--- src/rtl/demux_pkg.sv ---
// Shared constants and types for the 1-to-4 packet dispatcher.
//   NCH          : number of output channels
//   CH_W         : channel index width
//   disp_state_t : IDLE = no open packet, PKT = packet locked to a channel
package demux_pkg;
  localparam int NCH  = 4;
  localparam int CH_W = 2;

  typedef enum logic {
    IDLE = 1'b0,
    PKT  = 1'b1
  } disp_state_t;
endpackage

--- src/rtl/demux_1to4_dispatcher_rr_pick4.sv ---
// Round-robin pick among four channels (combinational).
//   mask  in  4 : candidate channels
//   last  in  2 : previously granted channel; search starts at last+1
//   grant out 2 : first set mask bit in order last+1, +2, +3, +4 (mod 4)
//   any   out 1 : mask has at least one bit set
module rr_pick4
  import demux_pkg::*;
(
  input  logic [NCH-1:0]  mask,
  input  logic [CH_W-1:0] last,
  output logic [CH_W-1:0] grant,
  output logic            any
);

  logic [CH_W-1:0] idx;

  always_comb begin
    grant = '0;
    any   = 1'b0;
    idx   = '0;
    // k=4 wraps to last itself, so the previous owner is searched last.
    for (int k = 1; k <= NCH; k++) begin
      idx = last + CH_W'(k);
      if (!any && mask[idx]) begin
        grant = idx;
        any   = 1'b1;
      end
    end
  end

endmodule

--- src/rtl/demux_1to4_dispatcher.sv ---
// Packet-level round-robin dispatcher in front of a 1-to-4 demux.
// Each whole packet (first beat .. s_last) is steered to one channel chosen
// round-robin from chan_en at packet start. One registered output stage.
//   clk, rst          : clock, synchronous active-high reset
//   chan_en  in  4    : channel enable mask, sampled only at packet start
//   s_valid/s_ready/s_data/s_last : input beat stream
//   m_valid  out 4    : one-hot valid for the channel owning the output register
//   m_ready  in  4    : per-channel ready; only m_ready[sel] matters
//   m_data/m_last out : presented beat (shared demux din)
//   sel      out 2    : demux select
//   busy     out 1    : packet open (first beat accepted, last not yet)
module demux_1to4_dispatcher
  import demux_pkg::*;
#(
  parameter int DATA_W = 8
) (
  input  logic              clk,
  input  logic              rst,
  input  logic [NCH-1:0]    chan_en,
  input  logic              s_valid,
  output logic              s_ready,
  input  logic [DATA_W-1:0] s_data,
  input  logic              s_last,
  output logic [NCH-1:0]    m_valid,
  input  logic [NCH-1:0]    m_ready,
  output logic [DATA_W-1:0] m_data,
  output logic              m_last,
  output logic [CH_W-1:0]   sel,
  output logic              busy
);

  disp_state_t     state, state_nxt;
  logic [CH_W-1:0] cur_ch, last_grant;
  logic            out_valid;

  logic [CH_W-1:0] pick;
  logic            pick_any;
  logic            free, acc;
  logic [CH_W-1:0] ch_use;

  rr_pick4 u_pick (
    .mask  (chan_en),
    .last  (last_grant),
    .grant (pick),
    .any   (pick_any)
  );

  // Output register can take a new beat in the same cycle it drains.
  assign free    = !out_valid || m_ready[sel];
  assign s_ready = free && ((state == PKT) || pick_any);
  assign acc     = s_valid && s_ready;
  assign ch_use  = (state == IDLE) ? pick : cur_ch;
  assign busy    = (state == PKT);

  genvar gi;
  generate
    for (gi = 0; gi < NCH; gi++) begin : g_mv
      assign m_valid[gi] = out_valid && (sel == CH_W'(gi));
    end
  endgenerate

  always_ff @(posedge clk) begin
    if (rst) state <= IDLE;
    else     state <= state_nxt;
  end

  always_comb begin
    state_nxt = state;
    if (acc) state_nxt = s_last ? IDLE : PKT;
  end

  always_ff @(posedge clk) begin
    if (rst) begin
      out_valid  <= 1'b0;
      m_data     <= '0;
      m_last     <= 1'b0;
      sel        <= '0;
      cur_ch     <= '0;
      last_grant <= CH_W'(NCH - 1);
    end else if (acc) begin
      out_valid <= 1'b1;
      m_data    <= s_data;
      m_last    <= s_last;
      sel       <= ch_use;
      if (state == IDLE) begin
        cur_ch     <= pick;
        last_grant <= pick;
      end
    end else if (free) begin
      out_valid <= 1'b0;
    end
  end

endmodule

--- config.mk ---
export PLATFORM = sky130hd
export DESIGN_NAME = demux_1to4_dispatcher
export DESIGN_NICKNAME = d
export VERILOG_FILES = /design/src/rtl/demux_pkg.sv /design/src/rtl/demux_1to4_dispatcher_rr_pick4.sv /design/src/rtl/demux_1to4_dispatcher.sv
export SDC_FILE = /design/constraint.sdc
export NUM_CORES = 1
export LEC_CHECK = 0
export CORE_MARGIN = 5
export CORE_UTILIZATION = 40
export CTS_BUF_LIST = sky130_fd_sc_hd__clkbuf_16
export DETAILED_ROUTE_END_ITERATION = 10
export GPL_TIMING_DRIVEN = 0
export HOLD_SLACK_MARGIN = 0.12
export MAX_ROUTING_LAYER = met4
export PLACE_DENSITY = 0.8
export SYNTH_ARGS = -nofsm -noshare
export SYNTH_HDL_FRONTEND = slang
export SYNTH_HIERARCHICAL = 1
export SYNTH_SLANG_ARGS = --single-unit
--- constraint.sdc ---
create_clock -name clk -period 3.56 [get_ports clk]
set_input_delay 0.356 -clock clk [delete_from_list [all_inputs] [get_ports clk]]
set_output_delay 0.356 -clock clk [all_outputs]
set_load 0.005 [all_outputs]
-- After elaboration in Yosys (flattened, before gate mapping)
Cells that the tools add are included.
- bits of input ports: 20
- output and inout bits: 17
- register bits: 15
- word-level logic and storage cells: 57
- reduce and logical (&&, ||, !) cells: 18
- $add $sub $neg: 3
- magnitude comparators: 5
- eq/ne operators: 3
- muxes and demuxes: 21
- bitwise operators: 1
- operators by type and width (operator ; count):
    2-bit by 3-bit less-than comparator with 1-bit output, second input constant ; 5
    1-bit 2-to-1 mux ; 12
    1-bit binary-select mux with 2-bit select ; 5
    1-bit logical AND ; 9
    2-bit 2-to-1 mux ; 4
    2-bit adder, second input constant ; 2
    2-bit == test, second input constant ; 2
    1-bit zero test ; 4
    2-bit by 1-bit adder with 2-bit output, second input constant ; 1
    2-bit by 1-bit == test with 1-bit output, second input constant ; 1
    2-bit zero test ; 1
    1-bit logical OR ; 2
    2-bit AND reduction ; 1
    2-bit nonzero test ; 1
    1-bit inverter ; 1

-- Longest topological paths before layout
Gate-level depths: netlist (run 1).
- word-level depth: 17
- mapped depth: 6

-- Hierarchy
The synthesis (run 1) kept the hierarchy.
- modules (own cells, without submodules) (module ; cells an instance ; instances ; area an instance (um^2)):
    demux_1to4_dispatcher ; 76 ; 1 ; 649.4
    rr_pick4 ; 14 ; 1 ; 91.3

-- Worst setup path before layout (run 1)
No wires, ideal clock.
- path kind: reg2out
- start point: reg, netlist name cur_ch[1]
- end point: out s_ready
- slack: 1.945 ns
- stages on the path, launching flop included: 5
- data arrival time: 1.259 ns
- required time: 3.204 ns
- path buffers: 1
- path through: dfxtp_1 > mux2i_1 > a22o_2 > buf_2 > nor2_1
- RTL lines (element ; RTL line ; RTL):
    end, declared ; demux_1to4_dispatcher.sv:21 ; output logic s_ready,

-- Worst setup path in the final report (run 1)
- start point: in m_ready[3]
- end point: out s_ready
- longest elaborated chain between the ends: 4
- RTL lines (element ; RTL line ; RTL):
    start, declared ; demux_1to4_dispatcher.sv:25 ; input logic [NCH-1:0] m_ready,
    1-bit binary-select mux with 2-bit select ; demux_1to4_dispatcher.sv:49 ; assign free = !out_valid || m_ready[sel];
    1-bit 2-to-1 mux (not written as such) ; demux_1to4_dispatcher.sv:49 ;
    1-bit logical OR ; demux_1to4_dispatcher.sv:49 ;
    1-bit logical AND ; demux_1to4_dispatcher.sv:50 ; assign s_ready = free && ((state == PKT) || pick_any);
No other way between the ends. The select of a mux whose other input is x is not followed.

==> flow_summary.json, run 1 <==
{
  "drive_gt1_share_pct": 10.77,
  "fin_crit_sh_pct": 68.77,
  "crit_arrival_ps": 2090,
  "ys.flop_type": "dfxtp_1",
  "critPathKind": "input pin to primary output",
  "cts_root_buffer": "clkbuf_16",
  "clock_path_buffers": 2,
  "fp-row-count": 15,
  "rsz0062_at_grt": "false",
  "io_pins": 37,
  "vias_per_cell": 5.032,
  "synth_warnings": 6,
  "cts_tree": "done",
  "synth_area_um2": 740.7,
  "num-fill-cells": 145,
  "synthCells": 90,
  "drv_slew": 0,
  "die_y_um": 53.03,
  "first_pass_iters": 4,
  "status": "complete, no violations",
  "ys_async_sr_fraction_pct": 0,
  "core_um2": 1745,
  "power_frac_seq_pct": 37.4,
  "n_antenna_cell": 0,
  "grt_pass1_vias": 756,
  "grt_pass1_wl_um": 3222,
  "hpwl_um": 1521,
  "io_buffers": 36,
  "cts.clk_slew.worst_paths_ps": 50,
  "setup_viol": 0,
  "maxCapViolCount": 0,
  "design.die.area_um2": 2812,
  "power.density_nw_per_um2": 425.3,
  "routedWlPerCell_um": 13.14,
  "area_growth_pct": 63.68,
  "gp_congestion": 0.7186,
  "wl_um": 2036,
  "final.setup_skew_ps": 0.9510,
  "cts_buffers": 3,
  "overflow": 0,
  "grt_use_total_pct": 15.94,
  "clock_latency_ps": 250,
  "p_sw_uw": 122.7,
  "grt_max_degree": 11,
  "cts.sinks": 15,
  "synth_edf_count": 0,
  "endpoint_kind": "primary output",
  "power_frac_comb_pct": 20.3,
  "synth_nets": 110,
  "initial_core_util_pct": 42.44,
  "p_int_uw": 392.9,
  "drtIter0Drc": 9,
  "postLayoutCellArea_um2": 1212,
  "holdBufCountCts": 0,
  "netSwitchingFraction_pct": 23.80,
  "synth-seq-cells": 15,
  "post_cts_resized": 0,
  "cts.htree.levels": 1,
  "ant_nets": 0,
  "post_dp_cell_area_um2": 1132,
  "irDropWorstVdd_uv": 255.3,
  "final_common_cell": "clkdlybuf4s50_1",
  "crit_fanout": 10,
  "min_period_ps": 2448,
  "fmax_mhz": 408.5,
  "cts_setup_buffers": 0,
  "rrSetupSlack_ps": 1890,
  "yosysSeqAreaShare_pct": 40.54,
  "power.leakage_nw": 0.4647,
  "max_slew.worst_pin.slew_ps": 509.8,
  "required_ps": 3200,
  "holdCritPathClass": "flip-flop to flip-flop",
  "nets": 151,
  "drcViolationCount": 0,
  "synth_area_per_cell_um2": 8.230,
  "dr_total_vias": 780,
  "pwr-share-clk_pct": 42.3,
  "final_cell_mix": "clkdlybuf4s50_1, dfxtp_1, a21oi_1",
  "finalSetupTns_ps": 0,
  "slew_headroom_pct": 66.02,
  "synthDistinctLibCells": 26,
  "crit_path_start_kind": "input pin",
  "antenna_found_initial": 0,
  "die_w_um": 53.03,
  "hold_viol": 0
}
==> power by group through the flow <==
stage / registers [mW] / clock network, mW / logic (mW)
2_1_floorplan: 0.194 / 0 / 0.0481
3_3_place_gp: 0.195 / 0 / 0.103
3_5_place_dp: 0.196 / 0 / 0.105
4_1_cts: 0.193 / 0.223 / 0.106
5_1_grt: 0.194 / 0.231 / 0.114
6_report: 0.193 / 0.218 / 0.105
==> metrics by stage <==
stage / std cells / worst slack, ps / util, % / power [mW] / hold WS [ps]
2_1_floorplan: 90 / 1945 / - / 0.2423 / 425.1
3_3_place_gp: 151 / 1124 / 64.87 / 0.2978 / 460.7
3_5_place_dp: 151 / 1119 / 64.87 / 0.3005 / 468.1
4_1_cts: 155 / 1082 / 69.46 / 0.5214 / 476.8
5_1_grt: 155 / 970.6 / 69.46 / 0.5395 / 500.1
6_report: 155 / 1112 / 69.46 / 0.5156 / 477.7
==> registers in the layout, summed over array words and instances, names as in the netlist <==
register / cells
out_valid: 1
busy: 1
m_last: 1
cur_ch: 2
m_data: 8
last_grant: 2
==> worst max-delay path, stage by stage <==
cell and delay [ps]:
clkdlybuf4s50_1 460, mux2i_1 140, a22o_2 330, buf_2 180, nor2_1 110, clkdlybuf4s50_1 520
==> worst paths after layout <==
path / start / endpoint / cells past startpoint
setup / recovery: m_ready[3] / s_ready / 6
hold / removal: m_data[2] / m_data[2] / 2
setup reg to reg: cur_ch[1] / cur_ch[1] / 5
hold reg to reg: m_data[2] / m_data[2] / 2
==> routing by layer <==
metal  up-vias  part of all wire (%)  track usage, %
met3         2                   7.1           3.662
met4         0                  0.69           6.383
met5         -                     0               -
li1        395                     -               -
met2        33                    50           27.48
met1       350                    42           17.69
==> final cells by class <==
class	count	area [um^2]	share of cell area (%)
timing repair buffer	36	360.3	29.72
multi-input combinational	70	420.4	34.67
tap	25	31.28	2.580
inverter	2	7.507	0.6192
sequential	15	300.3	24.77
clock inverter	1	5.005	0.4128
buffer	3	12.51	1.032
clock buffer	3	75.07	6.192
==> cells in the mapped netlist (2+ instances only) <==
| master | n | area [um^2] |
|---|---|---|
| mux2i_1 | 4 | 40.04 |
| clkbuf_1 | 2 | 7.510 |
| and2b_2 | 2 | 17.52 |
| nand2b_1 | 3 | 18.77 |
| a21oi_1 | 14 | 70.07 |
| nand3_1 | 2 | 10.01 |
| nor2_1 | 6 | 22.52 |
| o21ai_1 | 5 | 25.02 |
| inv_1 | 2 | 7.510 |
| nand3b_1 | 2 | 15.01 |
| nand2_1 | 11 | 41.29 |
| o21ai_0 | 9 | 45.04 |
| dfxtp_1 | 15 | 300.3 |
==> cell families after synthesis <==
kind of cell | Yosys count | synth area share [%]
simple gates | 32 | 22.47
mux | 4 | 5.406
compound gates | 34 | 28.89
buf+inv | 5 | 2.703
flops | 15 | 40.54
(Power assumes the default switching activity.)
==> run 2, diff against run 1 <==
- CORE_UTILIZATION: 40 -> 35
- PLACE_DENSITY: 0.8 -> 0.74
- clock period: 3.56 -> 2.18 ns (I/O delays scaled with it)
==> run 2 against run 1 <==
  * Largest power group unchanged
  * Register-to-register slack lost 1300 ps
  * Count of clock-buffer cells in the layout is the same
  * Final area up 3.2%
==> flow_summary.json, run 2 (synthesis results as in run 1) <==
{
  "max_slew.worst_pin.slew_ps": 491.7,
  "crit_arrival_ps": 2060,
  "cts_root_buffer": "clkbuf_16",
  "post_dp_cell_area_um2": 1135,
  "wl_um": 2135,
  "regArea_um2": 304.0,
  "ant_nets": 0,
  "dp_cells": 153,
  "cts.sinks": 15,
  "fp-row-count": 16,
  "first_pass_iters": 4,
  "postLayoutCellArea_um2": 1251,
  "clock_latency_ps": 250,
  "multi_input_area_um2": 447.9,
  "maxCapViolCount": 0,
  "layout_setup_ws_ps": 291.0,
  "cts_buffers": 3,
  "cts.clk_slew.worst_paths_ps": 50,
  "grt_util_met3_pct": 3.016,
  "critPathKind": "input pin to flip-flop",
  "hold_viol": 0,
  "final.setup_skew_ps": 2.778,
  "area_growth_pct": 68.92,
  "irDropWorstVdd_uv": 424.3,
  "top_register": "m_data",
  "die_y_um": 56.01,
  "die_w_um": 56.01,
  "power.density_nw_per_um2": 685.9,
  "largestRegisters": "m_data (8), cur_ch (2), last_grant (2)",
  "post-place-ws_ps": -15.50,
  "grt_use_total_pct": 14.27,
  "gp_congestion": 0.7895,
  "final_util_pct": 63.13,
  "final_common_cell": "clkdlybuf4s50_1",
  "cts.htree.levels": 1,
  "min_period_ps": 1889,
  "cts_tree": "done",
  "hpwl_um": 1592,
  "setup_viol": 0,
  "grt_max_degree": 11,
  "drtIter0Drc": 13,
  "required_ps": 2350,
  "drive_gt1_share_pct": 13.85,
  "routedWlPerCell_um": 13.60,
  "slew_headroom_pct": 67.22,
  "antenna_found_initial": 0,
  "status": "complete, no violations",
  "power.leakage_nw": 0.4733,
  "holdBufCountCts": 0,
  "final_cell_mix": "clkdlybuf4s50_1, a21oi_1, dfxtp_1",
  "fin_crit_sh_pct": 86.65,
  "io_pins": 37,
  "grt_pass1_wl_um": 3553,
  "use_met2_pct": 25.21,
  "holdCritPathClass": "flip-flop to flip-flop",
  "fmax_mhz": 529.4,
  "grt.busiest_layer": "met2",
  "finalSetupTns_ps": 0,
  "met1_usage_pct": 15.26,
  "power.total_uw": 858.2,
  "io_buffers": 36,
  "crit_fanout": 10,
  "vias_per_cell": 5.108,
  "n_antenna_cell": 0,
  "core_um2": 1982,
  "cts_setup_buffers": 0,
  "rsz0062_at_grt": "false",
  "design.die.area_um2": 3137,
  "nets": 151,
  "grt_pass1_vias": 813,
  "dr_total_vias": 802,
  "overflow": 0,
  "largest_register_ff_count": 8,
  "crit_path_start_kind": "input pin",
  "fin_cells": 157,
  "initial_core_util_pct": 37.37,
  "endpoint_kind": "flip-flop",
  "drv_slew": 0,
  "drcViolationCount": 0,
  "holdWs_ps": 479.2,
  "num-fill-cells": 171,
  "clock_path_buffers": 2
}
## run 2: layout make-up
class,instances,share of cell area (%)
Buffer,3,1.200
Clock buffer,3,6.000
Clock inverter,1,0.4000
Inverter,2,0.6000
Multi-Input combinational cell,70,35.80
Sequential cell,15,24.30
Tap cell,27,2.700
Timing Repair Buffer,36,29.00
## run 2: path summary, 6_finish.rpt
path | cells past startpoint | endpoint | start | slack (ps)
setup / recovery | 7 | m_data[0] | chan_en[3] | 290
hold / removal | 2 | m_data[7] | m_data[7] | 480
setup reg to reg | 4 | m_data[0] | busy | 640
hold reg to reg | 2 | m_data[7] | m_data[7] | 480
## run 2: critical path, cell delays in order
cell and delay [ps]:
clkdlybuf4s50_1 470, nor2_1 170, nand2_1 100, o21ai_0 390, clkbuf_1 400, o21ai_0 130, a21oi_1 180
## run 2: power by group
| group | internal (mW) | total [mW] | switching, mW |
|---|---|---|---|
| Clock | 0.245 | 0.362 | 0.117 |
| Sequential | 0.296 | 0.315 | 0.0194 |
| Combinational | 0.107 | 0.181 | 0.0745 |
| Total | 0.647 | 0.858 | 0.211 |
## run 2: repair_timing
| item | 4_1_cts | 5_1_grt |
|---|---|---|
| hold endpoints to repair | 0 | 0 |
| gates cloned | 0 | 0 |
| gates resized for setup | 6 | 4 |
| pin swaps | 0 | 0 |
| endpoints found under the setup margin | 1 | 1 |
## run 2: layer usage
metal,wire length (um),share of wire [%]
met1,864,40
met3,118,5.5
met4,34,1.6
met5,0,0
met2,1118,52
==> run 3, diff against run 2 <==
- CORE_MARGIN: 5 -> 4
- HOLD_SLACK_MARGIN: 0.12 -> unset
==> run 3 against run 2 <==
  * Global-route usage up 2.1 points
  * Flip-flop and latch count unchanged
  * Final cell count unchanged
  * Die area down 7.0%
  * Hold slack worse by 5.2 ps
  * Worst setup slack better by 26 ps
  * Core utilization down 0.063 points
  * Largest power group unchanged
  * Routed wire length down 2.8%
==> flow_summary.json, run 3 (synthesis results as in run 1) <==
{
  "status": "complete, no violations",
  "cts_tree": "done",
  "largest_register_ff_count": 8,
  "finalSetupTns_ps": 0,
  "post-place-ws_ps": 20.75,
  "netSwitchingFraction_pct": 23.95,
  "holdCritPathClass": "flip-flop to flip-flop",
  "drtIter0Drc": 11,
  "hpwl_um": 1543,
  "routedWlPerCell_um": 13.22,
  "design.die.area_um2": 2917,
  "cpPeakStageDelay_ps": 460,
  "power.leakage_nw": 0.4748,
  "fp-row-count": 16,
  "final.setup_skew_ps": 1.674,
  "die_y_um": 54.01,
  "clock_latency_ps": 240,
  "io_buffers": 36,
  "required_ps": 2350,
  "holdWs_ps": 474.0,
  "drcViolationCount": 0,
  "cpMaxStageDelayCell": "clkdlybuf4s50_1",
  "power_frac_seq_pct": 37.1,
  "p_int_uw": 645.4,
  "initial_core_util_pct": 37.37,
  "core_um2": 1982,
  "crit_arrival_ps": 2030,
  "grt_max_degree": 11,
  "endpoint_kind": "flip-flop",
  "power.density_nw_per_um2": 678.9,
  "crit_path_start_kind": "input pin",
  "fmax_mhz": 536.8,
  "drive_gt1_share_pct": 13.08,
  "cts_buffers": 3,
  "post_dp_cell_area_um2": 1135,
  "dr_total_vias": 801,
  "area_growth_pct": 68.75,
  "drv_slew": 0,
  "p_sw_uw": 203.2,
  "gp_congestion": 0.7246,
  "wl_um": 2075,
  "pwr-share-clk_pct": 41.5,
  "grt_pass1_vias": 836,
  "power.total_uw": 848.6,
  "hold_viol": 0,
  "cts.htree.levels": 1,
  "postLayoutCellArea_um2": 1250,
  "io_pins": 37,
  "nets": 151,
  "ant_nets": 0,
  "n_antenna_cell": 0,
  "slew_headroom_pct": 65.42,
  "min_period_ps": 1863,
  "top_register": "m_data",
  "maxCapViolCount": 0,
  "max_slew.worst_pin.slew_ps": 518.7,
  "first_pass_iters": 4,
  "rsz0062_at_grt": "false",
  "cts_setup_buffers": 0,
  "clock_path_buffers": 2,
  "irDropWorstVdd_uv": 627.4,
  "fin_crit_sh_pct": 85.45,
  "holdBufCountCts": 0,
  "overflow": 0,
  "cts_root_buffer": "clkbuf_16",
  "grt_use_total_pct": 16.36,
  "critPathMostFrequentCell": "o21ai_0",
  "power_frac_comb_pct": 21.4,
  "largestRegisters": "m_data (8), cur_ch (2), last_grant (2)",
  "layout_setup_ws_ps": 317.1,
  "critPathKind": "input pin to flip-flop",
  "final_common_cell": "clkdlybuf4s50_1",
  "antenna_found_initial": 0,
  "final_cell_mix": "clkdlybuf4s50_1, a21oi_1, dfxtp_1",
  "die_w_um": 54.01,
  "cts.clk_slew.worst_paths_ps": 50,
  "vias_per_cell": 5.102,
  "crit_chain": "clkdlybuf4s50_1, nor2_1, nand2_1, o21ai_0, clkbuf_1, o21ai_0, a21oi_1",
  "crit_fanout": 10,
  "grt_pass1_wl_um": 3429,
  "cts.sinks": 15,
  "setup_viol": 0
}
run 3: cell count changes in the layout (fill, tap and decap cells not counted):
cell / change
clkinv_2: -1
inv_1: +1
run 3: timing repair:
item,in CTS,in global routing
pin swaps,0,0
gates resized for setup,5,5
endpoints found under the setup margin,1,1
cloned,0,0
run 3: metal layers:
layer | routed length [um] | GRT usage [%] | vias to the layer above
met3 | 117 | 2.493 | 4
met2 | 1121 | 32.06 | 23
li1 | - | - | 402
met5 | 0 | - | -
met1 | 804 | 16.31 | 372
met4 | 31 | 4.979 | 0
run 3: metrics by stage:
stage	std cells	util, %
6_report	157	63.07
4_1_cts	157	62.56
3_5_place_dp	153	57.26
5_1_grt	157	63.07
3_3_place_gp	153	57.26
2_1_floorplan	90	-
run 3: final timing paths:
kind / start / endpoint / slack [ps] / depth (start not counted)
worst max-delay path: chan_en[3] / m_data[1] / 320 / 7
worst min-delay path: m_data[0] / m_data[0] / 470 / 2
worst max register to register: cur_ch[1] / busy / 620 / 4
worst min register to register: m_data[0] / m_data[0] / 470 / 2
run 3: area by class of cell:
type / instances / area (um^2)
clock inverters: 1 / 3.754
fillers: 174 / 732.0
flip-flops and latches: 15 / 304.0
plain buffers: 3 / 15.01
repair buffers: 36 / 362.8
clock buffers: 3 / 75.07
inverters: 2 / 7.507
well taps: 27 / 33.78
multi-input cells: 70 / 447.9
run 3: power groups by stage:
stage | sequential, mW | combinational [mW] | clock [mW]
after floorplan | 0.317 | 0.0786 | 0
after global placement | 0.318 | 0.169 | 0
after detailed placement | 0.319 | 0.172 | 0
after CTS | 0.315 | 0.182 | 0.354
after global routing | 0.319 | 0.200 | 0.370
final | 0.315 | 0.181 | 0.352
run 3: critical path: cells and delay by family:
family / cells / cell delay [ps]
buffers and inverters: 2 / 850
and+or+nand+nor: 2 / 260
AOI/OAI and AO/OA: 3 / 700
